[src/rtl/axil_acc_ctrl.sv]
// AXI-Lite control/argument register bank for one accelerator tile.
// Decodes a CTRL register (start/done/busy) and NREGS byte-writable argument registers.
module axil_acc_ctrl #(
    parameter int NREGS = 8
) (
    input  logic                 clk,
    input  logic                 rstn,
    input  logic                 s_axil_awvalid,
    output logic                 s_axil_awready,
    input  logic [31:0]          s_axil_awaddr,
    input  logic                 s_axil_wvalid,
    output logic                 s_axil_wready,
    input  logic [31:0]          s_axil_wdata,
    input  logic [3:0]           s_axil_wstrb,
    output logic                 s_axil_bvalid,
    input  logic                 s_axil_bready,
    output logic [1:0]           s_axil_bresp,
    input  logic                 s_axil_arvalid,
    output logic                 s_axil_arready,
    input  logic [31:0]          s_axil_araddr,
    output logic                 s_axil_rvalid,
    input  logic                 s_axil_rready,
    output logic [31:0]          s_axil_rdata,
    output logic [1:0]           s_axil_rresp,
    output logic                 acc_start,
    input  logic                 acc_done,
    output logic [32*NREGS-1:0]  acc_args
);
    typedef enum logic [1:0] {K_RSVD, K_CTRL, K_ARG, K_BAD} kind_e;
    localparam int ARG_BASE = 4;

    function automatic kind_e decode(input logic [9:0] idx);
        kind_e k;
        if (idx == 10'd0)                                           k = K_RSVD;
        else if (idx == 10'd1)                                      k = K_CTRL;
        else if (int'(idx) >= ARG_BASE && int'(idx) < ARG_BASE + NREGS) k = K_ARG;
        else                                                        k = K_BAD;
        return k;
    endfunction

    logic                    aw_held, w_held;
    logic [9:0]              aw_idx;
    logic [31:0]             w_data;
    logic [3:0]              w_strb;
    logic                    busy, done;
    logic [NREGS-1:0][31:0]  args;
    logic [31:0]             rd_data;
    kind_e                   wr_kind, rd_kind;
    logic                    aw_hs, w_hs, ar_hs, commit, start_req;
    logic [9:0]              ar_idx;

    assign s_axil_awready = !aw_held && !s_axil_bvalid;
    assign s_axil_wready  = !w_held && !s_axil_bvalid;
    assign s_axil_arready = !s_axil_rvalid;

    assign aw_hs   = s_axil_awvalid && s_axil_awready;
    assign w_hs    = s_axil_wvalid && s_axil_wready;
    assign ar_hs   = s_axil_arvalid && s_axil_arready;
    assign ar_idx  = s_axil_araddr[11:2];
    assign commit  = aw_held && w_held;
    assign wr_kind = decode(aw_idx);
    assign rd_kind = decode(ar_idx);

    // A start while busy is acknowledged but has no effect on the core.
    assign start_req = commit && wr_kind == K_CTRL && w_strb[0] && w_data[0] && !busy;

    always_ff @(posedge clk) begin
        if (!rstn) begin
            aw_held       <= 1'b0;
            w_held        <= 1'b0;
            aw_idx        <= '0;
            w_data        <= '0;
            w_strb        <= '0;
            s_axil_bvalid <= 1'b0;
            s_axil_bresp  <= 2'b00;
            s_axil_rvalid <= 1'b0;
            s_axil_rdata  <= '0;
            s_axil_rresp  <= 2'b00;
            acc_start     <= 1'b0;
            busy          <= 1'b0;
            done          <= 1'b0;
        end else begin
            if (aw_hs) begin
                aw_held <= 1'b1;
                aw_idx  <= s_axil_awaddr[11:2];
            end
            if (w_hs) begin
                w_held <= 1'b1;
                w_data <= s_axil_wdata;
                w_strb <= s_axil_wstrb;
            end
            if (commit) begin
                aw_held       <= 1'b0;
                w_held        <= 1'b0;
                s_axil_bvalid <= 1'b1;
                s_axil_bresp  <= (wr_kind == K_BAD) ? 2'b10 : 2'b00;
            end else if (s_axil_bvalid && s_axil_bready) begin
                s_axil_bvalid <= 1'b0;
            end

            if (ar_hs) begin
                s_axil_rvalid <= 1'b1;
                s_axil_rdata  <= rd_data;
                s_axil_rresp  <= (rd_kind == K_BAD) ? 2'b10 : 2'b00;
            end else if (s_axil_rvalid && s_axil_rready) begin
                s_axil_rvalid <= 1'b0;
            end

            acc_start <= start_req;
            if (start_req)     busy <= 1'b1;
            else if (acc_done) busy <= 1'b0;
            // A completion arriving with a CTRL read must not be lost to read-to-clear.
            if (acc_done)                         done <= 1'b1;
            else if (start_req)                   done <= 1'b0;
            else if (ar_hs && rd_kind == K_CTRL)  done <= 1'b0;
        end
    end

    for (genvar g = 0; g < NREGS; g++) begin : g_arg
        logic [31:0] r;
        always_ff @(posedge clk) begin
            if (!rstn) begin
                r <= '0;
            end else if (commit && wr_kind == K_ARG && aw_idx == 10'(ARG_BASE + g)) begin
                for (int b = 0; b < 4; b++)
                    if (w_strb[b]) r[8*b +: 8] <= w_data[8*b +: 8];
            end
        end
        assign args[g] = r;
    end

    assign acc_args = args;

    always_comb begin
        rd_data = '0;
        case (rd_kind)
            K_CTRL: rd_data = {29'd0, busy, done, 1'b0};
            K_ARG: begin
                for (int i = 0; i < NREGS; i++)
                    if (ar_idx == 10'(ARG_BASE + i)) rd_data = args[i];
            end
            default: rd_data = '0;
        endcase
    end

    logic unused_addr_bits;
    assign unused_addr_bits = ^{s_axil_awaddr[31:12], s_axil_awaddr[1:0],
                                s_axil_araddr[31:12], s_axil_araddr[1:0]};
endmodule

[config.mk]
export PLATFORM = sky130hd
export DESIGN_NAME = axil_acc_ctrl
export DESIGN_NICKNAME = d
export VERILOG_FILES = /design/src/rtl/axil_acc_ctrl.sv
export SDC_FILE = /design/constraint.sdc
export NUM_CORES = 1
export LEC_CHECK = 0
export ABC_CLOCK_PERIOD_IN_PS = 3930
export BUFFER_PORTS_ARGS = -buffer_cell sky130_fd_sc_hd__clkbuf_2
export CORE_MARGIN = 3
export CORE_UTILIZATION = 55
export CTS_BUF_LIST = sky130_fd_sc_hd__clkbuf_2 sky130_fd_sc_hd__clkbuf_4 sky130_fd_sc_hd__clkbuf_8
export DETAILED_ROUTE_END_ITERATION = 8
export PLACE_DENSITY_LB_ADDON = 0.08
export SYNTH_ARGS = -nofsm -noshare
export SYNTH_HDL_FRONTEND = slang
export SYNTH_SLANG_ARGS = --single-unit
[constraint.sdc]
create_clock -name clk -period 3.93 [get_ports clk]
set_input_delay 0.1965 -clock clk [delete_from_list [all_inputs] [get_ports clk]]
set_output_delay 0.1965 -clock clk [all_outputs]
set_load 0.1 [all_outputs]
Word level (Yosys, flattened, before mapping)
Index checks and enable logic that the tools add are counted.
Storage, ports and cells
  bits in registers: 345
  latch bits: 0
  bits in writable memories: 0
  memory bits (read-only): 0
  input bits: 108
  output and inout port bits: 298
  logic and storage cells: 168
  memories kept: 0
Operators by class
  add/sub/neg operators: 0
  multipliers: 0
  divide/modulo/power cells: 0
  magnitude comparators: 4
  equal/unequal tests: 24
  shift-type cells: 0
  muxes and demuxes: 26
  bitwise gates (word level): 1
  reduce and logical (&&, ||, !) cells: 68
Operators by type and width (count)
  two-way mux 32 bit: 8
  == test 10 x 3 -> 1 bit, second input constant: 8
  == test 10 x 4 -> 1 bit, second input constant: 8
  one-hot mux 32 bit (2 select lines): 1
  AND reduction 2 bit: 32
  logical AND 1 bit: 24
  == test 10 x 1 -> 1 bit, second input constant: 2
  >= comparator 10 x 3 -> 1 bit, second input constant: 2
  logical NOT 10 bit: 2
  < comparator 10 x 4 -> 1 bit, second input constant: 2
  two-way mux 2 bit: 6
  two-way mux 1 bit: 11
  == test 2 bit, second input constant: 4
  nonzero test 2 bit: 3
  logical NOT 1 bit: 5
  == test 2 x 1 -> 1 bit, second input constant: 2
  nonzero test 3 bit: 1
  OR reduction 2 bit: 1
  NOT 1 bit: 1

Depth between registers and ports, before layout
  depth after elaboration: 12
  depth in mapped cells: 14
  gate-level depth less buffers: 10

Least setup slack after synthesis
OpenSTA, ideal clock, no wires.
  path type: input to register
  from: input s_axil_araddr[3]
  to: register s_axil_rdata[20]
  setup time: 0.122 ns
  data arrival time: 3.105 ns
  required time: 3.808 ns
  setup slack: 0.704 ns
  stages on the path: 14
  cells stage by stage: clkbuf_1 > clkbuf_1 > buf_1 > clkbuf_1 > nor2_1 > o31a_1 > ha_1 > inv_1 > nor2_1 > nand4b_1 > clkbuf_1 > clkbuf_1 > a221oi_1 > a221o_1
On the way
  word-level cells in the longest chain between the ends: 10
  elaborated cells on any way between the ends: 27
  those cells by class: 2 x order compare; 11 x eq/ne; 12 x mux; 2 x reduce/logical
RTL lines
  start, declared: line 20  | input logic [31:0] s_axil_araddr,
  == test 10 x 3 -> 1 bit: line 140  | if (ar_idx == 10'(ARG_BASE + i)) rd_data = args[i];
  two-way mux 32 bit (8 in series): line 140
  one-hot mux 32 bit (2 select lines) *: line 136  | case (rd_kind)
  end signal, assigned: line 103  | s_axil_rdata <= rd_data;
  end, declared: line 23  | output logic [31:0] s_axil_rdata,
Mark *: on every way between the ends. The rest lies on a longest branch, timed or not.
A chain may end at the register's enable or synchronous reset.

Worst setup path in the final report
  from: input s_axil_araddr[7]
  to: register s_axil_rdata[29]
Same word-level chain as after synthesis.

==> metrics.md <==
| Metric | Value |
|---|---|
| Outcome | complete, no violations |
| # fillers | roughly 2.3k |
| Reg clk slew, reported paths | approximately 70 ps |
| Synthesized flop and latch total | approximately 340 |
| Fmax | between 300 and 400 MHz |
| DRC viols | 0 |
| Tot Pwr | around 7500 uW |
| Worst-path fanout max | 29 |
| Avg Cell Area, Syn | approximately 8.7 um^2 |
| Full die area | 30800 um^2 |
| Setup violations, final | 0 |
| Slew @ Worst Pin | between 1000 and 1500 ps |
| Post-DRT Antenna Nets | 0 |
| CP max stage delay | ~830 ps |
| Vias per inst | around 5.9 |
| Synth cell types | 52 |
| HP Class | input port to flip-flop |
| Crit path kind | input port to flip-flop |
| Critical Path End Type | flip-flop |
| Final min period | approximately 2700 ps |
| Crit-path slowest cell | nor2_4 |
| Slew Viols, Final | 0 |
| Vias in the first global route | between 10k and 15k |
| Post-CTS Setup Bufs | 0 |
| Rows | 61 |
| Post-synth top flop | dfxtp_1 |
| # port buffers | between 300 and 400 |
| Core area | around 28000 um^2 |
| CP Cell Sequence | clkbuf_2 > or4_4 > a211oi_1 > o31a_1 > ha_1 > inv_1 > nor2_1 > nand4b_1 > nor2_4 > a221o_1 |
| Ys async rst share | 0% |
| WL/cell | slightly above 20 um |
| DRT Pass-1 Iters | 5 |
| Final Cycle Share | between 60% and 70% |
| Finished Core Util | between 60% and 70% |
| P per Cell Area | slightly below 400 nW/um^2 |
| RSZ-0062 raised after global routing | no |
| VDD IR-drop max | 0.242 mV |
| Routed WL | about 53000 um |
| Largest net degree at the start of global routing | 230 |
| H-tree Lvls | 2 |
| Initial Utilization | ~56% |
| Initial antenna violation count | 1 |
| DRT iter0 DRCs | between 1k and 1.5k |
| First-pass GRT wire length | roughly 82000 um |
| Hold WS | ~64 ps |
| Hold Crit Start | s_axil_arvalid |
| Area grow syn2layout | 23.0% |
| Post-synth EDFFs | 0 |
| Mapped Area | between 15000 and 20000 um^2 |
| Gr ovfl total | 0 |
| Sequential cell area fraction in the yosys report | 43.5% |
| Lkg Pwr | between 0.007 and 0.008 uW |
| WP data arrival | 3170 ps |
| Final setup skew | ~25 ps |
| DR vias | about 15k |
| CTS resizes | 0 |
| Final GP Congestion | about 0.89 |
| Fraction of layout cells with a size suffix above 1 | around 25% |
| Placed inst area | about 18000 um^2 |
| Net count, final | about 2.3k |
| Top Ports | 406 |
| Max_cap viols | 0 |
| Gr usage total | roughly 33% |
| Worst R2R Path Depth | 5 |
| Hpwl dp | ~36000 um |
| Clk sinks | 343 |
| CTS tree | yes |
| Fin area | 19400 um^2 |
| Die height | approximately 180 um |
| Largest delay share family, worst path | simple AND/OR/NAND/NOR gates |
| CP startpoint | s_axil_araddr[7] |
| Slew HR | 23.6% |
| CP bufs+invs | 2 |
| Clk_lat worst skew | 580 ps |
| YS warnings | 0 |
| CTS Buf Count | 56 |
| Cells after Synth | ~1.8k |
| Worst hold path depth | 4 |
| Max Root-Sink Buffers | 3 |
| Die width | 175 um |
| CP Depth | 10 |
| CP required | between 4000 and 5000 ps |
| Commonest non-fill, non-tap cell in the layout | nand2_1 |
| Final hold viol count | 0 |
| Crit path launch type | input port |
| Most frequent cells in the layout | nand2_1 (503), clkbuf_2 (356), dfxtp_1 (343), a21boi_0 (234), mux2i_1 (132) |
| Root buffer cell | clkbuf_8 |
| Worst r2r src | aw_idx[0]$_SDFFE_PN0P_ |
| Post-route setup TNS | 0 ps |
## state kept, by name, summed over array words and instances (netlist names), 4 cells and up
| signal | flops |
|---|---|
| w_data | 32 |
| s_axil_rdata | 32 |
| g_arg.r | 256 |
| aw_idx | 10 |
| w_strb | 4 |
## layer usage
layer | vias to the layer above | wire, um | GRT usage [%]
li1 | 6895 | - | -
met1 | 7253 | 21600 | 43.5
met2 | 737 | 24400 | 53.5
met3 | 157 | 4860 | 7.59
met4 | 0 | 2470 | 14.8
met5 | - | 0 | 0
## synthesized netlist by cell type, drive strengths merged, types with 4 or more instances
cell type | count | share of area (%)
nand2 | 504 | 12
dfxtp | 343 | 43
a21boi | 235 | 11
clkbuf | 138 | 3.3
mux2i | 132 | 8.4
a21oi | 91 | 2.9
nor2b | 77 | 3.1
nor2 | 51 | 1.2
a221o | 29 | 1.8
a221oi | 28 | 1.9
mux4 | 28 | 4.0
buf | 24 | 0.87
nand3 | 17 | 0.54
and3 | 16 | 0.63
nand4 | 11 | 0.44
and2 | 9 | 0.36
inv | 9 | 0.21
nand2b | 8 | 0.32
a22o | 6 | 0.33
mux2 | 5 | 0.36
nor3 | 5 | 0.16
nor4 | 5 | 0.29
o21ai | 5 | 0.16
a211oi | 4 | 0.19
or2 | 4 | 0.16
## final cells by class
class                           count  area (um^2)  area share [%]
Inverter                            9         33.8           0.174
Tap cell                          378          473            2.44
Clock buffer                      101         1250            6.42
Sequential cell                   343         6870            35.4
Antenna cell                        1         2.50          0.0129
Clock inverter                      2         15.0          0.0773
Multi-Input combinational cell   1303         8300            42.7
Timing Repair Buffer              430         2480            12.8
## worst paths after layout
path,end,slack (ps)
min,s_axil_rresp[1]$_SDFFE_PN0P_,60
min reg2reg,g_arg[3].r[15]$_SDFFE_PN0P_,480
max,s_axil_rdata[29]$_SDFFE_PN0P_,1260
max reg2reg,g_arg[7].r[13]$_SDFFE_PN0P_,1330
## repair_timing
action	4_1_cts	5_1_grt
endpoints found under the hold margin	50	0
hold buffers	50	0
setup endpoints to repair	0	0
## cells by family after synthesis
family / synth area share [%]
fa+ha+maj: 0.238
other cells: 0.0238
mux: 12.7
compound gates: 19.3
simple gates: 19.8
buf+inv: 4.37
flops: 43.5
## metrics by stage
step,worst slack [ps],instances
after CTS,1340,2566
after floorplan,704,1817
final,1260,2567
after global routing,1150,2567
after detailed placement,754,2413
after global placement,848,2413
## worst reg2reg max path: stages, from the launching register on
cell and delay, ps:
dfxtp_1 410, nor3b_2 680, nand2_1 220, nor4_4 830
mux2i_1 290, nor2b_1 60
## power breakdown
| group | internal (uW) | switching [uW] |
|---|---|---|
| logic | 188 | 309 |
| clock network | 1970 | 1420 |
| registers | 3510 | 90.8 |
(Power assumes the default switching activity.)
